### src/rtl/lane_router_pkg.sv
// Shared types and helpers for the lane router.
// Latency: n/a (types and functions only).
// Backpressure: n/a.
// Contents: lr_op_e operation codes and lane_lsb(), which gives the low bit of lane k.
package lane_router_pkg;

  typedef enum logic [2:0] {
    LR_PASS      = 3'd0,
    LR_INSERT    = 3'd1,
    LR_EXTRACT   = 3'd2,
    LR_BROADCAST = 3'd3,
    LR_GATHER    = 3'd4
  } lr_op_e;

  // Lane k of a packed vector occupies bits [lane_lsb(k, w) +: w].
  function automatic int lane_lsb(input int k, input int w);
    return k * w;
  endfunction

endpackage

### src/rtl/lane_router_gather.sv
// Gather accumulator: collects LANES scalars and releases them as one vector.
// Latency: state updates on the clock edge; final_beat and gather_vec are combinational.
// Backpressure: none internally; the parent only pulses beat/abort on accepted beats.
// Ports: clk, rst (async, active-high); beat/abort are accepted-beat strobes;
//   scalar is the incoming lane value; final_beat is high when the next beat completes the vector;
//   gather_vec is the completed vector (valid while final_beat); busy is high while a gather is partial.
// Only instantiated when LANE_ROUTER_GATHER_EN is defined.
module lane_router_gather
  import lane_router_pkg::*;
#(
  parameter int LANES = 4,
  parameter int W     = 32,
  localparam int LW   = $clog2(LANES)
) (
  input  logic               clk,
  input  logic               rst,
  input  logic               beat,
  input  logic               abort,
  input  logic [W-1:0]       scalar,
  output logic               final_beat,
  output logic [LANES*W-1:0] gather_vec,
  output logic               busy
);

  localparam logic [LW-1:0] LAST = LW'(LANES - 1);

  logic [LW-1:0]          gcnt;
  // The top lane is never stored: the final beat supplies it directly.
  logic [(LANES-1)*W-1:0] buffer;

  assign final_beat = (gcnt == LAST);
  assign gather_vec = {scalar, buffer};
  assign busy       = (gcnt != '0);

  always_ff @(posedge clk or posedge rst) begin
    if (rst) begin
      gcnt   <= '0;
      buffer <= '0;
    end else if (abort || (beat && final_beat)) begin
      // Completing or abandoning a gather both leave the accumulator empty.
      gcnt   <= '0;
      buffer <= '0;
    end else if (beat) begin
      gcnt <= gcnt + LW'(1);
      for (int k = 0; k < LANES - 1; k++) begin
        if (k == int'(gcnt)) begin
          buffer[lane_lsb(k, W) +: W] <= scalar;
        end
      end
    end
  end

endmodule

### src/rtl/lane_router_pipe.sv
// Scalar/vector lane router: pass, insert, extract, broadcast and (optionally) gather.
// Latency: 1 cycle from accepted beat to out_valid (single output register).
// Backpressure: in_ready = !out_valid || out_ready; the result is held stable while stalled.
// Ports: clk, rst (async, active-high); in_valid/in_ready request handshake with op, lane,
//   scalar and vector_in; out_valid/out_ready result handshake with vector_out;
//   gather_busy is high while a partial gather is held.
// Build option: define LANE_ROUTER_GATHER_EN to enable GATHER (op 4); otherwise op 4 is PASS.
module lane_router_pipe
  import lane_router_pkg::*;
#(
  parameter int LANES = 4,
  parameter int W     = 32,
  localparam int LW   = $clog2(LANES)
) (
  input  logic               clk,
  input  logic               rst,
  input  logic               in_valid,
  output logic               in_ready,
  input  logic [2:0]         op,
  input  logic [LW-1:0]      lane,
  input  logic [W-1:0]       scalar,
  input  logic [LANES*W-1:0] vector_in,
  output logic               out_valid,
  input  logic               out_ready,
  output logic [LANES*W-1:0] vector_out,
  output logic               gather_busy
);

  lr_op_e             op_e;
  logic               accept;
  logic               produce;
  logic [LANES*W-1:0] result;

  assign op_e     = lr_op_e'(op);
  assign in_ready = !out_valid || out_ready;
  assign accept   = in_valid && in_ready;

`ifdef LANE_ROUTER_GATHER_EN
  logic               is_gather;
  logic               final_beat;
  logic [LANES*W-1:0] gather_vec;

  assign is_gather = (op_e == LR_GATHER);

  // Any other accepted op abandons a partial gather.
  lane_router_gather #(
    .LANES (LANES),
    .W     (W)
  ) u_gather (
    .clk        (clk),
    .rst        (rst),
    .beat       (accept && is_gather),
    .abort      (accept && !is_gather),
    .scalar     (scalar),
    .final_beat (final_beat),
    .gather_vec (gather_vec),
    .busy       (gather_busy)
  );
`else
  assign gather_busy = 1'b0;
`endif

  // Lane selection. An out-of-range lane never matches k, so INSERT degrades
  // to PASS and EXTRACT to all zeros without an explicit range check.
  always_comb begin
    result  = vector_in;
    produce = 1'b1;
    case (op_e)
      LR_INSERT: begin
        for (int k = 0; k < LANES; k++) begin
          if (k == int'(lane)) begin
            result[lane_lsb(k, W) +: W] = scalar;
          end
        end
      end
      LR_EXTRACT: begin
        result = '0;
        for (int k = 0; k < LANES; k++) begin
          if (k == int'(lane)) begin
            result[W-1:0] = vector_in[lane_lsb(k, W) +: W];
          end
        end
      end
      LR_BROADCAST: begin
        for (int k = 0; k < LANES; k++) begin
          result[lane_lsb(k, W) +: W] = scalar;
        end
      end
`ifdef LANE_ROUTER_GATHER_EN
      LR_GATHER: begin
        // Only the beat that completes the vector loads the output register.
        result  = gather_vec;
        produce = final_beat;
      end
`endif
      default: ;
    endcase
  end

  always_ff @(posedge clk or posedge rst) begin
    if (rst) begin
      out_valid  <= 1'b0;
      vector_out <= '0;
    end else if (accept && produce) begin
      out_valid  <= 1'b1;
      vector_out <= result;
    end else if (out_ready) begin
      out_valid  <= 1'b0;
    end
  end

endmodule

### config.mk
export PLATFORM = sky130hd
export DESIGN_NAME = lane_router_pipe
export DESIGN_NICKNAME = d
export VERILOG_FILES = /design/src/rtl/lane_router_pkg.sv /design/src/rtl/lane_router_gather.sv /design/src/rtl/lane_router_pipe.sv
export SDC_FILE = /design/constraint.sdc
export NUM_CORES = 1
export LEC_CHECK = 0
export CAP_MARGIN = 20
export CORE_MARGIN = 4
export CORE_UTILIZATION = 30
export CTS_CLUSTER_DIAMETER = 80
export DETAILED_ROUTE_END_ITERATION = 10
export SLEW_MARGIN = 5
export SYNTH_ARGS = -nofsm -noshare
export SYNTH_HDL_FRONTEND = slang
export SYNTH_SLANG_ARGS = --single-unit
### constraint.sdc
create_clock -name clk -period 4.28 [get_ports clk]
set_input_delay 0.642 -clock clk [delete_from_list [all_inputs] [get_ports clk]]
set_output_delay 0.642 -clock clk [all_outputs]
set_load 0.02 [all_outputs]
==> results of run 1 <==
==> routing by layer <==
layer  share of wire (%)  wire, µm  global-route usage, %  vias up
li1                    -         -                      -     3907
met1                  41     14800                   30.9     4345
met2                  47     17200                   38.1      538
met3                 9.6      3470                   6.14       56
met4                 2.2       803                   7.45        0
met5                   0         0                      0        -
==> synthesized netlist by cell type <==
master     number
dfrtp_1       129
nand2_1       100
nor2_1         97
nor3_1         97
a21oi_1        96
a311oi_1       96
clkbuf_1       45
buf_2          43
inv_1          35
mux4_2         32
nand4b_1       32
o2111ai_1      32
o221a_2        32
buf_4          10
nand2b_1        3
o21bai_1        3
buf_1           2
buf_6           2
nor3b_2         2
a21oi_2         1
and2_1          1
conb_1          1
o21ba_2         1
o21bai_2        1
==> where the power goes <==
part | switching (W) | internal [W]
Sequential | 0.000142 | 0.00142
Clock | 0.000590 | 0.000938
Combinational | 0.000829 | 0.000739
==> area by class of cell <==
class / count / area [µm²] / share of cell area (%)
Antenna cell: 1 / 2.50 / 0.0210
Clock buffer: 20 / 457 / 3.83
Clock inverter: 11 / 138 / 1.15
Inverter: 35 / 136 / 1.14
Multi-Input combinational cell: 627 / 4380 / 36.8
Sequential cell: 129 / 3230 / 27.1
Tap cell: 341 / 427 / 3.58
Timing Repair Buffer: 320 / 3150 / 26.4
==> worst max-delay path, cell delays in order <==
cell and delay (ps):
clkdlybuf4s50_1 450, nand2b_1 290, clkdlybuf4s50_1 670
==> placed cells by master, fill, tap and decap left out, types with 34 or more instances in the layout <==
| cell type | netlist | routed |
|---|---|---|
| clkdlybuf4s50_1 | 0 | 293 |
| inv_1 | 35 | 34 |
| a21oi_1 | 96 | 96 |
| nor3_1 | 97 | 97 |
| dfrtp_1 | 129 | 129 |
| nor2_1 | 97 | 96 |
| nand2_1 | 100 | 97 |
| a311oi_1 | 96 | 96 |
==> state kept, by name, indices dropped and copies added, names as in the netlist <==
signal / cells
out_valid: 1
vector_out: 128
==> worst max path at each step <==
stage / from / endpoint / slack, ps / depth (start not counted)
after detailed placement: op[2] / vector_out[5] / 1230 / 5
after global routing: out_ready / in_ready / 1530 / 3
after CTS: out_ready / in_ready / 1610 / 3
after global placement: op[2] / vector_out[5] / 1290 / 5
after floorplan: rst / out_valid / 200 / 1
final: out_ready / in_ready / 1590 / 3
==> through the flow <==
| step | worst slack [ps] | hold WS [ps] | instances |
|---|---|---|---|
| after CTS | 1610 | 559 | 1483 |
| after detailed placement | 1230 | 546 | 1452 |
| after global placement | 1290 | 545 | 1452 |
| final | 1590 | 561 | 1484 |
| after global routing | 1530 | 573 | 1484 |
| after floorplan | 197 | 641 | 893 |
==> cell families after synthesis <==
family | after synthesis
AO/OA/AOI/OAI | 262
other | 1
buffers and inverters | 137
AND/OR/NAND/NOR | 332
flip-flops | 129
multiplexers | 32
==> impl_metrics.ini, run 1 <==
[status]
status = complete, no violations

[yosys]
synth_top_family_by_area = compound AO/OA/AOI/OAI gates
syn-instance-count = 893
ys_seq_elements = 129
yosys-top-cells-area = dfrtp_1, a311oi_1, mux4_2, nor3_1, a21oi_1
synth_seq_area_share_pct = 39.6
synth_top_area_cell = dfrtp_1
synth_nets = 1062
synthSimpleGateAreaFrac_pct = 19.1
yosysUniqueCellTypes = 24
synth_adder_area_share_pct = 0
synth_warnings = 0
syn_area_mm2 = 0.00814
synth_mux_area_share_pct = 8.85
synth_xor_area_share_pct = 0
syn_area_per_cell_um2 = 9.12
synth_compound_area_share_pct = 24.7
synth_top_area_share_pct = 39.6

[layout]
fill_cells = 2538
finalInstanceArea_mm2 = 0.0119
finalCoreUtilization_pct = 44.5
syn_to_final_growth_pct = 46.4
layout-drive-gt1-share_pct = 12.0
final_nets = 1299

[clocking]
clkTransAtPathRegs_ps = 60
root_buffer = clkbuf_16
htreeDepth = 4
cts.path.max_buffers = 2
cts_buffers = 17
cts_setup_buffers = 0
cts_tree = built
clock_sinks = 129
cts-hold-fix-buffers = 0
clk_latency_ps = 420
post_cts_resized = 0

[floorplanning]
dieHeight_um = 173
row_count = 60
core_area_mm2 = 0.0268
die_w_um = 173
num_io_pins = 300
initial_utilization_pct = 30.4
die_area_mm2 = 0.0298

[flow_run]
cap_violations = 0

[grt]
grt_pass1_vias = 9122
grtUsageTotal_pct = 23.5
grt_pass1_wl_mm = 55.5
grt_max_degree = 129
grt_overflow = 0
antenna_found_initial = 1

[critical_path]
cp-end-kind = output port
cp-start-kind = primary input
critPathMaxFanout = 5
worstPathArrival_ps = 2050
reg2reg_from = out_valid
ff2ff_path_depth = 5
crit_required_ps = 3640
path_class = primary input to output port
regToRegSetupSlack_ps = 2000
r2r-end = vector_out[49]

[place]
dp_hpwl_mm = 23.6
place.gp.congestion = 0.830
place_area_mm2 = 0.0113
io_buffers = 298

[detailed_routing]
first_pass_iters = 5
dr_total_vias = 8846
detail_route.wl_per_cell_um = 24.4
wl_mm = 36.2
ant_nets = 0
dr.first_iter.drc_count = 839
drcViolationCount = 0
vias_per_cell = 5.96

[sta]
finalSetupTns_ps = 0
fin_skew_ps = 9.66
period_needed_ps = 2690
max-slew-margin-rel_pct = 31.8
rsz0062_at_grt = no
fin_crit_sh_pct = 62.8
setup_violations = 0
hold_violations = 0
tightestPinTransition_ps = 1020
max_freq_mhz = 372
slew_violations = 0

[power_and_ir_drop]
ir_drop_uv = 215
power_density_mw_per_mm2 = 391
p_leak_nw = 4.31
power_w = 0.00466

[worst_hold_path]
whs_endpoint = vector_out[40]
worstHoldPathType = flop to flop
min_from = vector_out[40]
holdPathStages = 2
Power figures use the tool's default switching activity.
==> run 2: changes to the inputs <==
Clock period 4.28 ns to 2.4 ns, I/O delays scaled along.
==> impl_metrics.ini, run 2 (synthesis gave the netlist of run 1 again) <==
[clocking]
cts-hold-fix-buffers = 0
cts.path.max_buffers = 2
clk_latency_ps = 430
post_cts_resized = 0
htreeDepth = 4
clkTransAtPathRegs_ps = 60
cts_tree = built
cts_setup_buffers = 0
clock_sinks = 129
root_buffer = clkbuf_16
cts_buffers = 17

[critical_path]
regToRegSetupSlack_ps = 750
cp-end-kind = output port
cp-start-kind = primary input
worstPathArrival_ps = 1760
path_class = primary input to output port
crit_required_ps = 2040
critPathMaxFanout = 5

[layout]
largest_reg_flops = 128
final_nets = 1319
top_register = vector_out
finalInstanceArea_mm2 = 0.0122
final_cell_mix = clkdlybuf4s50_1, dfrtp_1, nand2_1, nor3_1
finalCoreUtilization_pct = 45.7
top_regs = vector_out: 128 flops, out_valid: 1 flops
layout-drive-gt1-share_pct = 13.6
fill_cells = 2548
syn_to_final_growth_pct = 50.3
final_common_cell = clkdlybuf4s50_1

[floorplanning]
row_count = 60
initial_utilization_pct = 30.4
die_area_mm2 = 0.0298
dieHeight_um = 173
die_w_um = 173
core_area_mm2 = 0.0268
num_io_pins = 300

[power_and_ir_drop]
power_w = 0.00852
power.share.sequential_pct = 32.8
ir_drop_uv = 344
sw_frac_of_total_pct = 33.5
clkPwrFrac_pct = 33.5
pwr-share-comb_pct = 33.7
p_int_w = 0.00567
power_density_mw_per_mm2 = 696
p_leak_nw = 4.45
p_switching_w = 0.00285

[sta]
finalWorstSetupSlack_ps = 275
period_needed_ps = 2120
fin_crit_sh_pct = 88.5
finalSetupTns_ps = 0
hold_violations = 0
tightestPinTransition_ps = 558
fin_skew_ps = 11.1
slew_violations = 0
max_freq_mhz = 471
max-slew-margin-rel_pct = 62.8
rsz0062_at_grt = no
setup_violations = 0

[grt]
grt_pass1_vias = 9139
grt_overflow = 0
grt_max_degree = 66
antenna_found_initial = 2
grtUsageTotal_pct = 23.9
grt_pass1_wl_mm = 55.9

[worst_hold_path]
worstHoldPathType = primary input to async pin

[detailed_routing]
first_pass_iters = 6
dr_total_vias = 9021
ant_nets = 0
detail_route.wl_per_cell_um = 24.7
wl_mm = 37.2
vias_per_cell = 6.00
dr.first_iter.drc_count = 742
drcViolationCount = 0

[place]
io_buffers = 298
dp_hpwl_mm = 24.8
place_area_mm2 = 0.0116
place.gp.congestion = 0.860
place_ws_ps = 221

[flow_run]
cap_violations = 0

[status]
status = complete, no violations
run 2: routing by layer:
metal  part of all wire (%)  wire (µm)  global-route usage (%)  up-vias
met4                    2.2        836                    7.82        2
met3                    9.3       3470                    6.25       69
li1                       -          -                       -     3943
met5                  0.035         13                       0        -
met2                     47      17600                    39.7      565
met1                     41      15300                    30.6     4442
run 2: power groups by stage:
stage	logic, W	clock network, W	registers [W]
finish	0.00287	0.00286	0.00279
detailed placement	0.00286	0	0.00282
global route	0.00303	0.00298	0.00283
CTS	0.00287	0.00290	0.00279
floorplan	0.000934	0	0.00321
global placement	0.00283	0	0.00282
run 2: through the flow:
stage                     instances  hold WS [ps]
after CTS                      1502           198
after floorplan                 893           473
final                          1504           209
after detailed placement       1471           549
after global placement         1471           545
after global routing           1504           214
run 2: worst paths after layout:
kind	start	endpoint	cells after the start
setup / recovery	out_ready	in_ready	3
hold / removal	rst	vector_out[92]	2
setup reg to reg	out_valid	vector_out[62]	5
hold reg to reg	vector_out[41]	vector_out[41]	2
max in group asynchronous	rst	vector_out[42]	3
min in group clk	op[0]	vector_out[127]	3
run 2: area by class of cell:
type	count	area (µm²)	area share, %
Multi-Input combinational cell	627	4380	35.8
Timing Repair Buffer	340	3440	28.1
Clock inverter	13	188	1.53
Clock buffer	18	439	3.59
Antenna cell	1	2.50	0.0204
Sequential cell	129	3230	26.4
Inverter	35	135	1.10
Tap cell	341	427	3.49
run 2: worst max-delay path, stage by stage:
cell,delay [ps]
clkdlybuf4s50_1,450
nand2b_1,260
clkdlybuf4s50_1,690
